===== src/rtl/rf_seq_pkg.sv =====
// Shared definitions for the register-file ALU sequencer: default widths,
// ALU opcodes and the FSM state encoding.
package rf_seq_pkg;

   localparam int DEF_DATA_W = 8;
   localparam int DEF_ADDR_W = 3;

   localparam logic [2:0] OP_ADD  = 3'b000;
   localparam logic [2:0] OP_SUB  = 3'b001;
   localparam logic [2:0] OP_AND  = 3'b010;
   localparam logic [2:0] OP_OR   = 3'b011;
   localparam logic [2:0] OP_XOR  = 3'b100;
   localparam logic [2:0] OP_SLL  = 3'b101;
   localparam logic [2:0] OP_SRL  = 3'b110;
   localparam logic [2:0] OP_SLTU = 3'b111;

   typedef enum logic [1:0] {
      IDLE = 2'd0,
      READ = 2'd1,
      EXEC = 2'd2,
      WB   = 2'd3
   } state_t;

endpackage


===== src/rtl/rf_alu_sequencer_if.sv =====
// Bundle of the instruction handshake, register-file port and result port.
// master = sequencer side, slave = instruction source / register file side.
interface rf_alu_sequencer_if
   import rf_seq_pkg::*;
#(
   parameter int DATA_W = DEF_DATA_W,
   parameter int ADDR_W = DEF_ADDR_W
);

   logic              in_valid;
   logic              in_ready;
   logic [2:0]        in_op;
   logic [ADDR_W-1:0] in_rd;
   logic [ADDR_W-1:0] in_rs;
   logic [ADDR_W-1:0] in_rt;

   logic              WEN;
   logic [ADDR_W-1:0] RW;
   logic [DATA_W-1:0] busW;
   logic [ADDR_W-1:0] RX;
   logic [ADDR_W-1:0] RY;
   logic [DATA_W-1:0] busX;
   logic [DATA_W-1:0] busY;

   logic              out_valid;
   logic [DATA_W-1:0] out_data;
   logic              out_carry;

   modport master (
      input  in_valid, in_op, in_rd, in_rs, in_rt, busX, busY,
      output in_ready, WEN, RW, busW, RX, RY, out_valid, out_data, out_carry
   );

   modport slave (
      output in_valid, in_op, in_rd, in_rs, in_rt, busX, busY,
      input  in_ready, WEN, RW, busW, RX, RY, out_valid, out_data, out_carry
   );

endinterface


===== src/rtl/rf_seq_alu.sv =====
// Combinational ALU for the sequencer. Defining RF_SEQ_SATURATE_EN makes ADD
// clamp to all-ones on carry and SUB clamp to zero on borrow.
module rf_seq_alu
   import rf_seq_pkg::*;
#(
   parameter int DATA_W = DEF_DATA_W
) (
   input  logic [2:0]        op,
   input  logic [DATA_W-1:0] x,
   input  logic [DATA_W-1:0] y,
   output logic [DATA_W-1:0] result,
   output logic              carry
);

   logic [DATA_W:0] sum;
   logic [DATA_W:0] diff;

   // The extra top bit of the difference is the borrow, reused by SLTU.
   assign sum  = {1'b0, x} + {1'b0, y};
   assign diff = {1'b0, x} - {1'b0, y};

   always_comb begin
      result = '0;
      carry  = 1'b0;
      case (op)
         OP_ADD: begin
            carry = sum[DATA_W];
`ifdef RF_SEQ_SATURATE_EN
            result = sum[DATA_W] ? {DATA_W{1'b1}} : sum[DATA_W-1:0];
`else
            result = sum[DATA_W-1:0];
`endif
         end
         OP_SUB: begin
            carry = diff[DATA_W];
`ifdef RF_SEQ_SATURATE_EN
            result = diff[DATA_W] ? {DATA_W{1'b0}} : diff[DATA_W-1:0];
`else
            result = diff[DATA_W-1:0];
`endif
         end
         OP_AND:  result = x & y;
         OP_OR:   result = x | y;
         OP_XOR:  result = x ^ y;
         OP_SLL:  result = x << y[2:0];
         OP_SRL:  result = x >> y[2:0];
         OP_SLTU: result = {{(DATA_W-1){1'b0}}, diff[DATA_W]};
         default: result = '0;
      endcase
   end

endmodule


===== src/rtl/rf_alu_sequencer.sv =====
// Register-file ALU sequencer: accepts one 3-operand instruction, reads the
// operands, computes via rf_seq_alu and writes back. Option: RF_SEQ_SATURATE_EN.
module rf_alu_sequencer
   import rf_seq_pkg::*;
#(
   parameter int DATA_W = DEF_DATA_W,
   parameter int ADDR_W = DEF_ADDR_W
) (
   input logic                Clk,
   input logic                Rst_n,
   rf_alu_sequencer_if.master bus
);

   state_t state, next_state;

   logic [2:0]        op_q, op_d;
   logic [ADDR_W-1:0] rd_q, rd_d;
   logic [DATA_W-1:0] opx_q, opx_d;
   logic [DATA_W-1:0] opy_q, opy_d;

   logic              in_ready_q, in_ready_d;
   logic              wen_q, wen_d;
   logic [ADDR_W-1:0] rw_q, rw_d;
   logic [DATA_W-1:0] busw_q, busw_d;
   logic [ADDR_W-1:0] rx_q, rx_d;
   logic [ADDR_W-1:0] ry_q, ry_d;
   logic              out_valid_q, out_valid_d;
   logic [DATA_W-1:0] out_data_q, out_data_d;
   logic              out_carry_q, out_carry_d;

   logic [DATA_W-1:0] alu_result;
   logic              alu_carry;

   rf_seq_alu #(
      .DATA_W (DATA_W)
   ) u_alu (
      .op     (op_q),
      .x      (opx_q),
      .y      (opy_q),
      .result (alu_result),
      .carry  (alu_carry)
   );

   // Every output is a register; reset also aborts any instruction in flight.
   always_ff @(posedge Clk) begin
      if (!Rst_n) begin
         state       <= IDLE;
         op_q        <= '0;
         rd_q        <= '0;
         opx_q       <= '0;
         opy_q       <= '0;
         in_ready_q  <= 1'b1;
         wen_q       <= 1'b0;
         rw_q        <= '0;
         busw_q      <= '0;
         rx_q        <= '0;
         ry_q        <= '0;
         out_valid_q <= 1'b0;
         out_data_q  <= '0;
         out_carry_q <= 1'b0;
      end else begin
         state       <= next_state;
         op_q        <= op_d;
         rd_q        <= rd_d;
         opx_q       <= opx_d;
         opy_q       <= opy_d;
         in_ready_q  <= in_ready_d;
         wen_q       <= wen_d;
         rw_q        <= rw_d;
         busw_q      <= busw_d;
         rx_q        <= rx_d;
         ry_q        <= ry_d;
         out_valid_q <= out_valid_d;
         out_data_q  <= out_data_d;
         out_carry_q <= out_carry_d;
      end
   end

   // Next-state logic computes the value each output register takes on entry
   // to the next state, so WEN/out_valid are high exactly while in WB.
   always_comb begin
      next_state  = state;
      op_d        = op_q;
      rd_d        = rd_q;
      opx_d       = opx_q;
      opy_d       = opy_q;
      in_ready_d  = 1'b0;
      wen_d       = 1'b0;
      rw_d        = rw_q;
      busw_d      = busw_q;
      rx_d        = rx_q;
      ry_d        = ry_q;
      out_valid_d = 1'b0;
      out_data_d  = out_data_q;
      out_carry_d = out_carry_q;

      case (state)
         IDLE: begin
            in_ready_d = 1'b1;
            if (bus.in_valid) begin
               op_d       = bus.in_op;
               rd_d       = bus.in_rd;
               rx_d       = bus.in_rs;
               ry_d       = bus.in_rt;
               in_ready_d = 1'b0;
               next_state = READ;
            end
         end
         READ: begin
            opx_d      = bus.busX;
            opy_d      = bus.busY;
            next_state = EXEC;
         end
         EXEC: begin
            wen_d       = 1'b1;
            rw_d        = rd_q;
            busw_d      = alu_result;
            out_valid_d = 1'b1;
            out_data_d  = alu_result;
            out_carry_d = alu_carry;
            next_state  = WB;
         end
         WB: begin
            in_ready_d = 1'b1;
            next_state = IDLE;
         end
         default: begin
            in_ready_d = 1'b1;
            next_state = IDLE;
         end
      endcase
   end

   assign bus.in_ready  = in_ready_q;
   assign bus.WEN       = wen_q;
   assign bus.RW        = rw_q;
   assign bus.busW      = busw_q;
   assign bus.RX        = rx_q;
   assign bus.RY        = ry_q;
   assign bus.out_valid = out_valid_q;
   assign bus.out_data  = out_data_q;
   assign bus.out_carry = out_carry_q;

endmodule


===== src/flat_wrapper.sv =====
// flat-port wrapper written by rule: the top's interface ports become plain ports
module rf_alu_sequencer_flat import rf_seq_pkg::*;
#(
   parameter int DATA_W = DEF_DATA_W,
   parameter int ADDR_W = DEF_ADDR_W
)
  (Clk, Rst_n, bus_in_valid, bus_in_op, bus_in_rd, bus_in_rs, bus_in_rt, bus_busX, bus_busY, bus_in_ready, bus_WEN, bus_RW, bus_busW, bus_RX, bus_RY, bus_out_valid, bus_out_data, bus_out_carry);
  rf_alu_sequencer_if #(.DATA_W(DATA_W), .ADDR_W(ADDR_W)) bus_i ();
  input logic Clk;
  input logic Rst_n;
  input wire logic [$bits(bus_i.in_valid)-1:0] bus_in_valid;
  input wire logic [$bits(bus_i.in_op)-1:0] bus_in_op;
  input wire logic [$bits(bus_i.in_rd)-1:0] bus_in_rd;
  input wire logic [$bits(bus_i.in_rs)-1:0] bus_in_rs;
  input wire logic [$bits(bus_i.in_rt)-1:0] bus_in_rt;
  input wire logic [$bits(bus_i.busX)-1:0] bus_busX;
  input wire logic [$bits(bus_i.busY)-1:0] bus_busY;
  output wire logic [$bits(bus_i.in_ready)-1:0] bus_in_ready;
  output wire logic [$bits(bus_i.WEN)-1:0] bus_WEN;
  output wire logic [$bits(bus_i.RW)-1:0] bus_RW;
  output wire logic [$bits(bus_i.busW)-1:0] bus_busW;
  output wire logic [$bits(bus_i.RX)-1:0] bus_RX;
  output wire logic [$bits(bus_i.RY)-1:0] bus_RY;
  output wire logic [$bits(bus_i.out_valid)-1:0] bus_out_valid;
  output wire logic [$bits(bus_i.out_data)-1:0] bus_out_data;
  output wire logic [$bits(bus_i.out_carry)-1:0] bus_out_carry;
  assign bus_i.in_valid = bus_in_valid;
  assign bus_i.in_op = bus_in_op;
  assign bus_i.in_rd = bus_in_rd;
  assign bus_i.in_rs = bus_in_rs;
  assign bus_i.in_rt = bus_in_rt;
  assign bus_i.busX = bus_busX;
  assign bus_i.busY = bus_busY;
  assign bus_in_ready = bus_i.in_ready;
  assign bus_WEN = bus_i.WEN;
  assign bus_RW = bus_i.RW;
  assign bus_busW = bus_i.busW;
  assign bus_RX = bus_i.RX;
  assign bus_RY = bus_i.RY;
  assign bus_out_valid = bus_i.out_valid;
  assign bus_out_data = bus_i.out_data;
  assign bus_out_carry = bus_i.out_carry;
  rf_alu_sequencer #(.DATA_W(DATA_W), .ADDR_W(ADDR_W)) u_core (.Clk(Clk), .Rst_n(Rst_n), .bus(bus_i));
endmodule

===== config.mk =====
export PLATFORM = sky130hd
export DESIGN_NAME = rf_alu_sequencer_flat
export DESIGN_NICKNAME = d
export VERILOG_FILES = /design/src/rtl/rf_seq_pkg.sv /design/src/rtl/rf_alu_sequencer_if.sv /design/src/rtl/rf_seq_alu.sv /design/src/rtl/rf_alu_sequencer.sv /design/src/flat_wrapper.sv
export SDC_FILE = /design/constraint.sdc
export NUM_CORES = 1
export LEC_CHECK = 0
export BUFFER_PORTS_ARGS = -buffer_cell sky130_fd_sc_hd__clkbuf_2
export CORE_MARGIN = 5
export CORE_UTILIZATION = 45
export CTS_CLUSTER_DIAMETER = 200
export DETAILED_ROUTE_END_ITERATION = 8
export GPL_TIMING_DRIVEN = 0
export PLACE_DENSITY = 0.66
export SYNTH_ARGS = -nofsm -noshare
export SYNTH_HDL_FRONTEND = slang
export SYNTH_HIERARCHICAL = 1
export SYNTH_SLANG_ARGS = --single-unit

===== constraint.sdc =====
create_clock -name Clk -period 3.03 [get_ports Clk]
set_input_delay 0.1515 -clock Clk [delete_from_list [all_inputs] [get_ports Clk]]
set_output_delay 0.1515 -clock Clk [all_outputs]
set_load 0.03 [all_outputs]

======== Word level (Yosys, flattened, before mapping) ========
Cells that the tools add are included.
storage, ports and cells
  input bits .............................. 31
  logic and storage cells ................. 40
  register bits after elaboration ......... 44
  output and inout port bits .............. 29
operators by class
  reductions and logical operators ........ 3
  eq/ne operators ......................... 11
  bitwise gates (word level) .............. 3
  shift operators ......................... 2
  $add $sub $neg .......................... 2
  muxes and demuxes ....................... 7
operators with widths
  operator                                             count
  one-hot mux 8 bit (8 select lines)                   1
  equality test 3 bit, second input constant           4
  adder 8 x 8 -> 9 bit                                 1
  subtractor 8 x 8 -> 9 bit                            1
  AND 8 bit                                            1
  OR 8 bit                                             1
  one-hot mux 2 bit (4 select lines)                   1
  left shift 8 x 3 -> 8 bit                            1
  >> shifter 8 x 3 -> 8 bit                            1
  XOR 8 bit                                            1
  equality test 3 x 2 -> 1 bit, second input constant  2
  equality test 2 bit, second input constant           2
  one-hot mux 1 bit (2 select lines)                   2
  equality test 3 x 1 -> 1 bit, second input constant  1
  logical NOT 3 bit                                    1
  equality test 2 x 1 -> 1 bit, second input constant  1
  logical NOT 2 bit                                    1
  two-way mux 1 bit                                    2
  two-way mux 2 bit                                    1
  != test 2 bit, second input constant                 1
  AND reduction 2 bit                                  1

======== Logic depth before layout (Yosys ltp) ========
  depth after elaboration ................. 2
  gate-level depth with buffers ........... 11
  depth with buffers taken out ............ 11

======== Hierarchy ========
Netlist, hierarchy kept.
by module, submodules not included
  module            area each (sq um)  cells an instance  instances  seq. area each (sq um)
  rf_alu_sequencer  1843.0             173                1          880.8
  rf_seq_alu        1810.5             252                1          0.0

======== Worst setup path before layout ========
No wires, ideal clock.
  path type ............................... reg2reg
  start ................................... register u_core.opy_q[1]
  end ..................................... register u_core.out_data_q[5], in the netlist u_core/bus.out_data[5]
  buffers on the path ..................... 1
  period minus slack after synthesis ...... 2.214 ns
  slack ................................... 0.816 ns
  arrival time ............................ 2.097 ns
  cell stages (with the launch flop) ...... 12
  library setup time ...................... 0.116 ns
  data required time ...................... 2.914 ns
  path through ............................ dfxtp_1 buf_4 inv_1 ha_1 o21bai_1 a21oi_1 o21ba_2 nor2_1 mux2i_1 o2111ai_1 mux2i_1 nor2b_1
on the way
  word-level cells in the longest chain between the ends .. 2
  elaborated cells on any way between the ends .. 5
  classes of those cells .................. add/sub (2); shift (2); mux (1)
ends and longest elaborated chain
  what                                               line                    text
  from (decl)                                        rf_alu_sequencer.sv:19  logic [DATA_W-1:0] opy_q, opy_d;
  from (signal assigned)                             rf_alu_sequencer.sv:66  opy_q <= opy_d;
  subtractor 8 x 8 -> 9 bit (tied with other cells)  rf_seq_alu.sv:20        assign diff = {1'b0, x} - {1'b0, y};
  one-hot mux 8 bit (8 select lines) *               rf_seq_alu.sv:25        case (op)
  via u_core.alu_result[5]                           rf_alu_sequencer.sv:31  logic [DATA_W-1:0] alu_result;
  to (signal assigned)                               rf_alu_sequencer.sv:74  out_data_q <= out_data_d;
  to (decl)                                          rf_alu_sequencer.sv:28  logic [DATA_W-1:0] out_data_q, out_data_d;
The timed path passes the listed nets; every way through them passes the cells marked *.
A chain may end at the register's enable or synchronous reset.

======== Worst setup path in the final report ========
  start ................................... register u_core.opy_q[2]
  end ..................................... register u_core.out_data_q[0], in the netlist u_core/bus.out_data[0]
on the way
  word-level cells in the longest chain between the ends .. 2
  elaborated cells on any way between the ends .. 4
  classes of those cells .................. add/sub (1); shift (2); mux (1)
ends and longest elaborated chain
  what                                               line
  subtractor 8 x 8 -> 9 bit (tied with other cells)  rf_seq_alu.sv:20
  one-hot mux 8 bit (8 select lines) *               rf_seq_alu.sv:25
  via u_core.alu_result[0]                           rf_alu_sequencer.sv:31
Marked as above.

==> qor.txt <==
Status = complete, no violations
Tot Pwr = 3280 µW
Slew Viols, Final = 0
GR peak layer = met2
Fin cells = 594
Num rows = 32
CP required = 3.26 ns
First-pass GRT wire length = 16,100 µm
Net switching power = 1490 µW
Total grt overflow = 0
Leak = 0.00178 µW
Cell area after layout = 0.00420 mm²
Clk pwr share = 0.151
Final HPWL DP = 7630 µm
Global Route met1 Usage = 0.254
Total negative setup slack = 0 ns
Antenna diodes = 0
Post-synthesis cell type count = 69
Die height = 100 µm
Share of cells above drive strength 1 = 0.254
CTS Hold Bufs = 0
FMAX = 357 MHz
Routing usage on met2 = 0.330
Nets = 554
Via-to-Cell Ratio = 5.57
Worst-Margin Slew = 0.639 ns
Cts repair resizes = 0
Sequential share of power = 0.253
Placed cell count = 586
Synth Net Count = 488
Initial antenna violation count = 0
Finish-stage setup viols = 0
Syn avg cell area = 8.60 µm²
Initial drt markers = 183
Residual DRC = 0
FF+latch count, synth = 44
Setup crit start kind = register
Initial core utilization = 0.468
VDD IR max = 0.457 mV
Yosys warnings = 6
CTS Buf Count = 5
Max-cap violations = 0
Placement Cell Area = 0.00408 mm²
Postcts setup bufs = 0
Comb power frac = 0.597
CTS tree = yes
Multi-input logic area = 0.00237 mm²
Met3 Usage GRT = 0.0417
GRT Total Usage = 0.199
Boundary pin count = 60
Seq/Total Area, Yosys = 0.241
Avg WL per Cell = 16.5 µm
Total die area = 0.0100 mm²
Top_reg_cell synth = dfxtp_1
Crit path DAT = 3.03 ns
Final Critical Period = 2.80 ns
Ranking of synthesized cells by area = dfxtp_1 (24%), ha_1 (10%), mux2i_1 (10%)
ANT nets after route = 0
Final Skew = 0.0213 ns
# fillers = 736
Routability cong. = 0.992
Final worst-path cycle share = 0.925
H-tree levels = 2
Vias in the first global route = 3,292
Setup CP Type = reg2reg
Hold_ws = 0.0587 ns
Sw Share = 0.454
Fraction of registers with async set/reset = 0
Clk_lat worst skew = 0.31 ns
Slew headroom = 0.571
Worst Path Max Fanout = 10
Drt total wl = 9790 µm
Area grow syn2layout = 14.9%
Clock Sinks = 44
TritonRoute pass-1 iters = 5
Post-synthesis cell area = 0.00365 mm²
Worst min path class = in2reg
Largest net degree at the start of global routing = 15
Final hold violations = 0
P per Cell Area = 782 mW/mm²
Post-synth EDFFs = 0
Core area = 0.00781 mm²
CTS max path bufs = 2
Root Driver = clkbuf_8
Internal = 1790 µW
DR vias = 3,308
Synthesized instance count = 425
Worst setup EP type = register
Die X = 100 µm
RSZ-0062 raised after global routing = no
Area share of the largest cell type after synthesis = 0.241
Port Buffers = 59
Yosys top cell by area = dfxtp_1
Sequential cell area = 881 µm²
Clk pin slew, worst setup/hold paths = 0.10 ns
## power groups by stage
| stage | clock network (µW) | registers, µW | logic (µW) |
|---|---|---|---|
| 6_report | 496 | 829 | 1960 |
| 5_1_grt | 531 | 852 | 2150 |
| 4_1_cts | 503 | 832 | 1940 |
| 3_5_place_dp | 0 | 845 | 1930 |
| 3_3_place_gp | 0 | 839 | 1910 |
| 2_1_floorplan | 0 | 883 | 1430 |
## Yosys cell counts, drive strengths merged, types with 2 or more instances
cell and instances:
nor2 27, xnor2 5, nand2b 5, nor4 2, a2bb2oi 2, mux2i 37, o2111ai 2, and3 2
nand2 43, o211ai 4, and2 2, a21o 2, nor2b 30, a21boi 13, or3 5, nor3 13
a221o 3, ha 30, inv 27, nand3 3, a211o 3, fa 2, buf 27, a211oi 8
clkbuf 7, dfxtp 44, xor2 3, o21ai 16, o22ai 2, a221oi 5, a21oi 29, o21bai 4
mux4 3
## cells by family (layout without fill, tap and decap cells)
kind of cell	count (synthesis)	count (layout)	synth area share
AND/OR/NAND/NOR	137	137	0.195
AO/OA/AOI/OAI	102	102	0.203
buffers and inverters	62	129	0.109
flip-flops	44	44	0.241
multiplexers	40	40	0.120
adder cells (fa/ha/maj)	32	32	0.114
XOR/XNOR	8	8	0.0192
## registers in the layout (all words and copies together) (netlist names)
name,flops
u_core/bus.RW,3
u_core/bus.RX,3
u_core/bus.RY,3
u_core/bus.in_ready,1
u_core/bus.out_carry,1
u_core/bus.out_data,8
u_core/bus.out_valid,1
u_core/op_q,3
u_core/opx_q,8
u_core/opy_q,8
u_core/rd_q,3
u_core/state,2
## cells in the final DEF (no fill, tap or decap), types with 9 or more instances in the layout
cell type  instances
nor2_1            26
clkbuf_8           9
nor3_1            12
o21ai_0           15
inv_1             24
dfxtp_1           44
ha_1              30
nand2_1           43
nor2b_1           30
a21oi_1           27
buf_4             10
mux2i_1           37
clkbuf_2          59
## critical path: stages, from the launching register on
cell and delay (ns):
dfxtp_1 0.56, inv_2 0.21, ha_1 0.32, buf_2 0.17, o21bai_1 0.13, a21oi_2 0.30, o21bai_1 0.10, a211oi_1 0.39
nand4_1 0.15, o311ai_1 0.15, mux2i_1 0.13, nor2b_1 0.11
## layout make-up
class	count	area share
Tap cell	102	0.0304
Multi-Input combinational cell	319	0.566
Inverter	28	0.0268
Clock inverter	2	0.00924
Sequential cell	44	0.210
Buffer	34	0.0680
Clock buffer	6	0.0197
Timing Repair Buffer	59	0.0703
## routing by layer
layer	vias to the layer above	wire length [µm]	part of all wire
li1	1605	-	-
met1	1523	4210	0.43
met2	159	4610	0.47
met3	21	707	0.072
met4	0	262	0.027
met5	-	0	0
## through the flow
step | setup slack [ns] | utilization
2_1_floorplan | 0.816 | -
3_3_place_gp | 0.323 | 0.522
3_5_place_dp | 0.354 | 0.522
4_1_cts | 0.287 | 0.538
5_1_grt | 0.0627 | 0.538
6_report | 0.227 | 0.538
## path summary, 6_finish.rpt
path / startpoint / to / slack [ns] / cells after the start
max: u_core/opy_q[2] / u_core/bus.out_data[0] / 0.23 / 11
min reg2reg: u_core/rd_q[1] / u_core/rd_q[1] / 0.46 / 2
max reg2reg: u_core/opy_q[2] / u_core/bus.out_data[0] / 0.23 / 11
min: bus_in_rd[1] / u_core/rd_q[1] / 0.06 / 3
Note: power is estimated with default switching activity, not from simulation.
